==> src/rtl/arbitro_rr.sv <==
// arbitro_rr: round-robin arbiter moving words from four FWFT input FIFOs
// to four output FIFOs, with per-destination back-pressure skipping.
//
// Ports:
//   clk             - single clock, all state updates on posedge
//   reset           - synchronous active-low reset
//   active          - system FSM active; enables arbitration (IDLE/RUN)
//   empty_in[3:0]   - input FIFO empty flags
//   data_in         - input FIFO heads, slice i = [i*DATA_WIDTH +: DATA_WIDTH]
//   almost_full_out - output FIFO almost-full flags (umbral_H threshold)
//   pop[3:0]        - combinational one-hot-or-zero read strobe
//   push[3:0]       - registered one-hot-or-zero write strobe (dest of word)
//   data_out        - registered word written with push, held otherwise
//   idle_arb        - registered "no work in flight" flag
//   cnt_push[7:0]   - wrapping push counter
//
// Build option: define ARB_CNT_PUSH_EN to implement the push counter;
// without it cnt_push is tied to 0 and no counter register exists.

module arbitro_rr #(
    parameter int DATA_WIDTH = 6
) (
    input  logic                    clk,
    input  logic                    reset,
    input  logic                    active,
    input  logic [3:0]              empty_in,
    input  logic [4*DATA_WIDTH-1:0] data_in,
    input  logic [3:0]              almost_full_out,
    output logic [3:0]              pop,
    output logic [3:0]              push,
    output logic [DATA_WIDTH-1:0]   data_out,
    output logic                    idle_arb,
    output logic [7:0]              cnt_push
);

    typedef enum logic {
        S_IDLE = 1'b0,
        S_RUN  = 1'b1
    } state_e;

    state_e                  state_q, state_d;
    logic [1:0]              ptr_q, ptr_d;
    logic [3:0]              push_q, push_d;
    logic [DATA_WIDTH-1:0]   data_q, data_d;
    logic                    idle_q, idle_d;

    logic [1:0]              dest_w [4];
    logic [3:0]              elig;
    logic                    run_en;
    logic                    gnt_vld;
    logic [1:0]              gnt_idx;
    logic [DATA_WIDTH-1:0]   gnt_word;

    // Grants are gated by the registered state (not by active) so a grant
    // already decided in the cycle active falls still completes.
    assign run_en = (state_q == S_RUN) && reset;

    always_comb begin
        for (int i = 0; i < 4; i++) begin
            dest_w[i] = data_in[i*DATA_WIDTH + DATA_WIDTH - 2 +: 2];
            elig[i]   = run_en && !empty_in[i]
                        && !almost_full_out[dest_w[i]];
        end
    end

    // First eligible input from ptr onward; ineligible heads are skipped.
    always_comb begin
        logic [1:0] idx;
        gnt_vld = 1'b0;
        gnt_idx = ptr_q;
        idx     = ptr_q;
        for (int k = 0; k < 4; k++) begin
            idx = ptr_q + 2'(k);
            if (!gnt_vld && elig[idx]) begin
                gnt_vld = 1'b1;
                gnt_idx = idx;
            end
        end
    end

    assign gnt_word = data_in[gnt_idx*DATA_WIDTH +: DATA_WIDTH];

    always_comb begin
        pop = 4'b0000;
        if (gnt_vld) begin
            pop = 4'b0001 << gnt_idx;
        end
    end

    always_comb begin
        state_d = state_q;
        unique case (state_q)
            S_IDLE:  if (active)  state_d = S_RUN;
            S_RUN:   if (!active) state_d = S_IDLE;
            default: state_d = S_IDLE;
        endcase
    end

    always_comb begin
        ptr_d  = ptr_q;
        push_d = 4'b0000;
        data_d = data_q;
        if (gnt_vld) begin
            ptr_d  = gnt_idx + 2'd1;
            push_d = 4'b0001 << dest_w[gnt_idx];
            data_d = gnt_word;
        end
    end

    always_comb begin
        idle_d = (state_d == S_IDLE)
                 || ((state_q == S_RUN) && (&empty_in) && !gnt_vld);
    end

    always_ff @(posedge clk) begin
        if (!reset) begin
            state_q <= S_IDLE;
            ptr_q   <= 2'd0;
            push_q  <= 4'b0000;
            data_q  <= '0;
            idle_q  <= 1'b1;
        end else begin
            state_q <= state_d;
            ptr_q   <= ptr_d;
            push_q  <= push_d;
            data_q  <= data_d;
            idle_q  <= idle_d;
        end
    end

    assign push     = push_q;
    assign data_out = data_q;
    assign idle_arb = idle_q;

`ifdef ARB_CNT_PUSH_EN
    logic [7:0] cnt_q, cnt_d;

    // Counts each edge at which the registered push strobe is active.
    always_comb begin
        cnt_d = cnt_q;
        if (|push_q) begin
            cnt_d = cnt_q + 8'd1;
        end
    end

    always_ff @(posedge clk) begin
        if (!reset) begin
            cnt_q <= 8'd0;
        end else begin
            cnt_q <= cnt_d;
        end
    end

    assign cnt_push = cnt_q;
`else
    assign cnt_push = 8'd0;
`endif

endmodule

==> config.mk <==
export PLATFORM = sky130hd
export DESIGN_NAME = arbitro_rr
export DESIGN_NICKNAME = d
export VERILOG_FILES = /design/src/rtl/arbitro_rr.sv
export SDC_FILE = /design/constraint.sdc
export NUM_CORES = 1
export LEC_CHECK = 0
export BUFFER_PORTS_ARGS = -buffer_cell sky130_fd_sc_hd__buf_2
export CORE_MARGIN = 3
export CORE_UTILIZATION = 44
export DETAILED_ROUTE_END_ITERATION = 7
export HOLD_SLACK_MARGIN = 0.02
export PLACE_DENSITY = 0.79
export SYNTH_ARGS = -nofsm -noshare
export SYNTH_HDL_FRONTEND = slang
export SYNTH_SLANG_ARGS = --single-unit
==> constraint.sdc <==
create_clock -name clk -period 2.3 [get_ports clk]
set_input_delay 0.115 -clock clk [delete_from_list [all_inputs] [get_ports clk]]
set_output_delay 0.115 -clock clk [all_outputs]
set_load 0.02 [all_outputs]
==> run_results.csv <==
group,metric,value,unit
run_status,status,"completed",
route,routed_wl,3030,um
grt,grt_pass1_wl,4640,um
clocking,clk_pin_slew,90,ps
finish,syn2layout_area_growth,37.6,%
grt,grt_pass1_vias,1130,
worst_setup_path,startpoint,"state_q",
route,drc,0,
clocking,clk_latency,290,ps
finish,drive_above_1_share,0.506,
power,p_leak,0.708,nW
logic_synthesis,avgSynthCellArea,9.26,um^2
worst_setup_path,crit_family,"simple AND/OR/NAND/NOR gates",
route,antenna_left,0,
grt,antenna_found_initial,0,
die,io_pins,58,
placed_design,placed_area,1350,um^2
placed_design,gp_congestion,0.750,
grt,grt_max_degree,10,
route,drt-initial-drc-count,38,
logic_synthesis,synth_seq_area_share,0.257,
worst_setup_path,critPathCapture,"pop[3]",
route,detail_route.vias_per_cell,5.50,
logic_synthesis,ys_warn_count,0,
route,vias,1132,
worst_setup_path,criticalPathCategory,"reg -> out",
die,num_rows,17,
worst_setup_path,cp_data_arrival_time,2140,ps
worst_setup_path,crit_path_end_kind,"output port",
power,pwr-share-seq,0.368,
power,switching_share,0.352,
clocking,cts_made_buffers,3,
route,detail_route.first_pass.iterations,4,
timing,skew,4.18,ps
power,p_int,0.505,mW
die,die_w,55.8,um
timing,fmax,0.444,GHz
power,power.density,518,nW/um^2
worst_setup_path,r2r_start,"state_q",
logic_synthesis,synth_edf_count,0,
power,power_switching,0.274,mW
grt,gr-total-overflow,0,
timing,worst_slack,49.7,ps
placed_design,portBuffers,49,
finish,layout.nets,218,
worst_setup_path,critPathSlowestCell,"or3_4",
clocking,htree_levels,1,
clocking,cts_buffer_depth,2,
timing,fin_crit_sh,0.978,
logic_synthesis,yosys-top-cells-area,"dfxtp_1 (26%), mux2i_1 (12%), mux4_2 (8.2%)",
worst_setup_path,critPathBufInv,1,
worst_setup_path,cp.depth,8,
power,clock_power_share,0.236,
clocking,cts.sinks,14,
timing,finalHoldViolations,0,
die,core,2280,um^2
grt,track_usage,0.179,
timing,slew_viol_final,0,
worst_setup_path,cp.required,2180,ps
die,start_util,0.480,
logic_synthesis,async_reset_ff_frac,0,
clocking,cts_tree,"done",
route,avgRoutedWirePerCell,14.7,um
worst_setup_path,critPathMaxStageDelay,430,ps
finish,num_antenna_cells,0,
worst_setup_path,critical_path_peak_fanout,6,
logic_synthesis,synth_seq_cells,14,
power,p_comb_frac,0.396,
die,die_area,3120,um^2
logic_synthesis,synth_top_area_frac,0.257,
route,met2_length,1610,um
logic_synthesis,synth_top_area_cell,"dfxtp_1",
power,irDropWorstVdd,0.416,mV
logic_synthesis,synth_cells,118,
route,wl_met3,209,um
timing,period_minus_slack,2250,ps
logic_synthesis,syn_area,1090,um^2
route,wl_met1,1090,um
die,die_h,55.8,um
worst_setup_path,cp-start-kind,"flop",
logic_synthesis,synthDistinctLibCells,35,
placed_design,hpwlAfterDp,2280,um
worst_setup_path,rrSetupSlack,190,ps
run,max_cap_violations,0,
clocking,cts_root_buffer,"clkbuf_4",
worst_setup_path,reg2reg_depth,10,
min_path,min_path_cells,2,
worst_setup_path,cp_cell_sequence,"nand2_4, or3_4, o22a_1, o2bb2ai_4, nor2_4, ha_2, and2_1, buf_4",
route,topRoutingLayerUsed,"met4",
worst_setup_path,rr_endpoint,"data_out[0]",
logic_synthesis,synthFlopType,"dfxtp_1",
finish,stdcell_area,1500,um^2
placed_design,pre_cts_ws,-33.6,ps
min_path,hp-class,"in -> reg",
timing,fin_tns_setup,0,ps
timing,setup_viol,0,
## registers in the layout (all words and copies together) (netlist names)
signal and count:
data_out 6, idle_arb 1, push 4, ptr_q 2, state_q 1
## routing by layer
| layer | vias to the layer above | global-route usage |
|---|---|---|
| met5 | - | 0 |
| met3 | 16 | 0.0232 |
| met4 | 0 | 0.0949 |
| li1 | 530 | - |
| met2 | 60 | 0.341 |
| met1 | 526 | 0.186 |
## power by group through the flow
stage | clock network, mW | logic (mW) | registers, mW
after floorplan | 0 | 0.183 | 0.306
after global placement | 0 | 0.266 | 0.287
after detailed placement | 0 | 0.277 | 0.288
after CTS | 0.186 | 0.292 | 0.283
after global routing | 0.193 | 0.335 | 0.289
final | 0.184 | 0.309 | 0.287
## area by class of cell
type	instances	area (um^2)
multi-input cells	95	777
repair buffers	62	362
clock buffers	4	36.3
fillers	192	773
well taps	28	35.0
flip-flops and latches	14	282
inverters	3	11.3
## what timing repair did
item,4_1_cts,5_1_grt
hold buffers,0,0
setup endpoints to repair,4,4
resized for setup,2,16
buffers inserted,4,3
pin swaps,3,5
## synthesized netlist by cell type, drive strengths merged (2+ instances only)
cell type / number
dfxtp: 14
mux2i: 13
buf: 12
a21oi: 11
nand2: 8
nor2: 8
and2: 7
nand3: 6
a21o: 4
ha: 4
mux4: 4
nor3: 4
o21ai: 4
inv: 3
or3: 3
a22oi: 2
o22a: 2
## how the worst min path moves through the flow
stage | slack [ps] | end | start
floorplan | 260 | state_q | active
global placement | 340 | state_q | active
detailed placement | 350 | state_q | active
CTS | 50 | state_q | active
global route | 60 | state_q | active
finish | 50 | state_q | active
## worst reg2reg max path, stage by stage, from the launching register on
cell and delay [ps]:
dfxtp_2 350, nand2_4 90, nor3_4 40, buf_4 160
o311ai_1 450, o211ai_4 170, buf_4 160, buf_4 170
mux2i_1 140, a21o_1 180, a21oi_1 140
## stage by stage
step                      hold WS (ps)  utilization  cells  power (mW)
after detailed placement           352        0.593    195       0.565
after global placement             342        0.593    195       0.553
after global routing              63.0        0.660    206       0.817
final                             52.3        0.660    206       0.779
after CTS                         47.7        0.626    203       0.760
after floorplan                    258            -    125       0.488
## cell families after synthesis
| group | synth area share |
|---|---|
| AND/OR/NAND/NOR | 0.184 |
| other | 0.00343 |
| flip-flops | 0.257 |
| buffers and inverters | 0.0962 |
| multiplexers | 0.215 |
| AO/OA/AOI/OAI | 0.198 |
| adder cells (fa/ha/maj) | 0.0458 |
## cells in the final DEF, fill, tap and decap left out, types with 3 or more instances in the layout
| cell type | Yosys | layout |
|---|---|---|
| dfxtp_1 | 14 | 13 |
| a21oi_1 | 9 | 8 |
| ha_1 | 4 | 3 |
| buf_6 | 0 | 3 |
| mux4_2 | 4 | 4 |
| nand3_1 | 6 | 6 |
| and2_1 | 6 | 5 |
| conb_1 | 1 | 8 |
| buf_4 | 8 | 13 |
| a21oi_2 | 2 | 3 |
| o21ai_0 | 3 | 3 |
| a21o_1 | 4 | 4 |
| buf_2 | 3 | 46 |
| nor2_1 | 7 | 6 |
| mux2i_1 | 13 | 13 |
| clkbuf_4 | 0 | 3 |
| nand2_1 | 8 | 7 |
(Power assumes the default switching activity.)
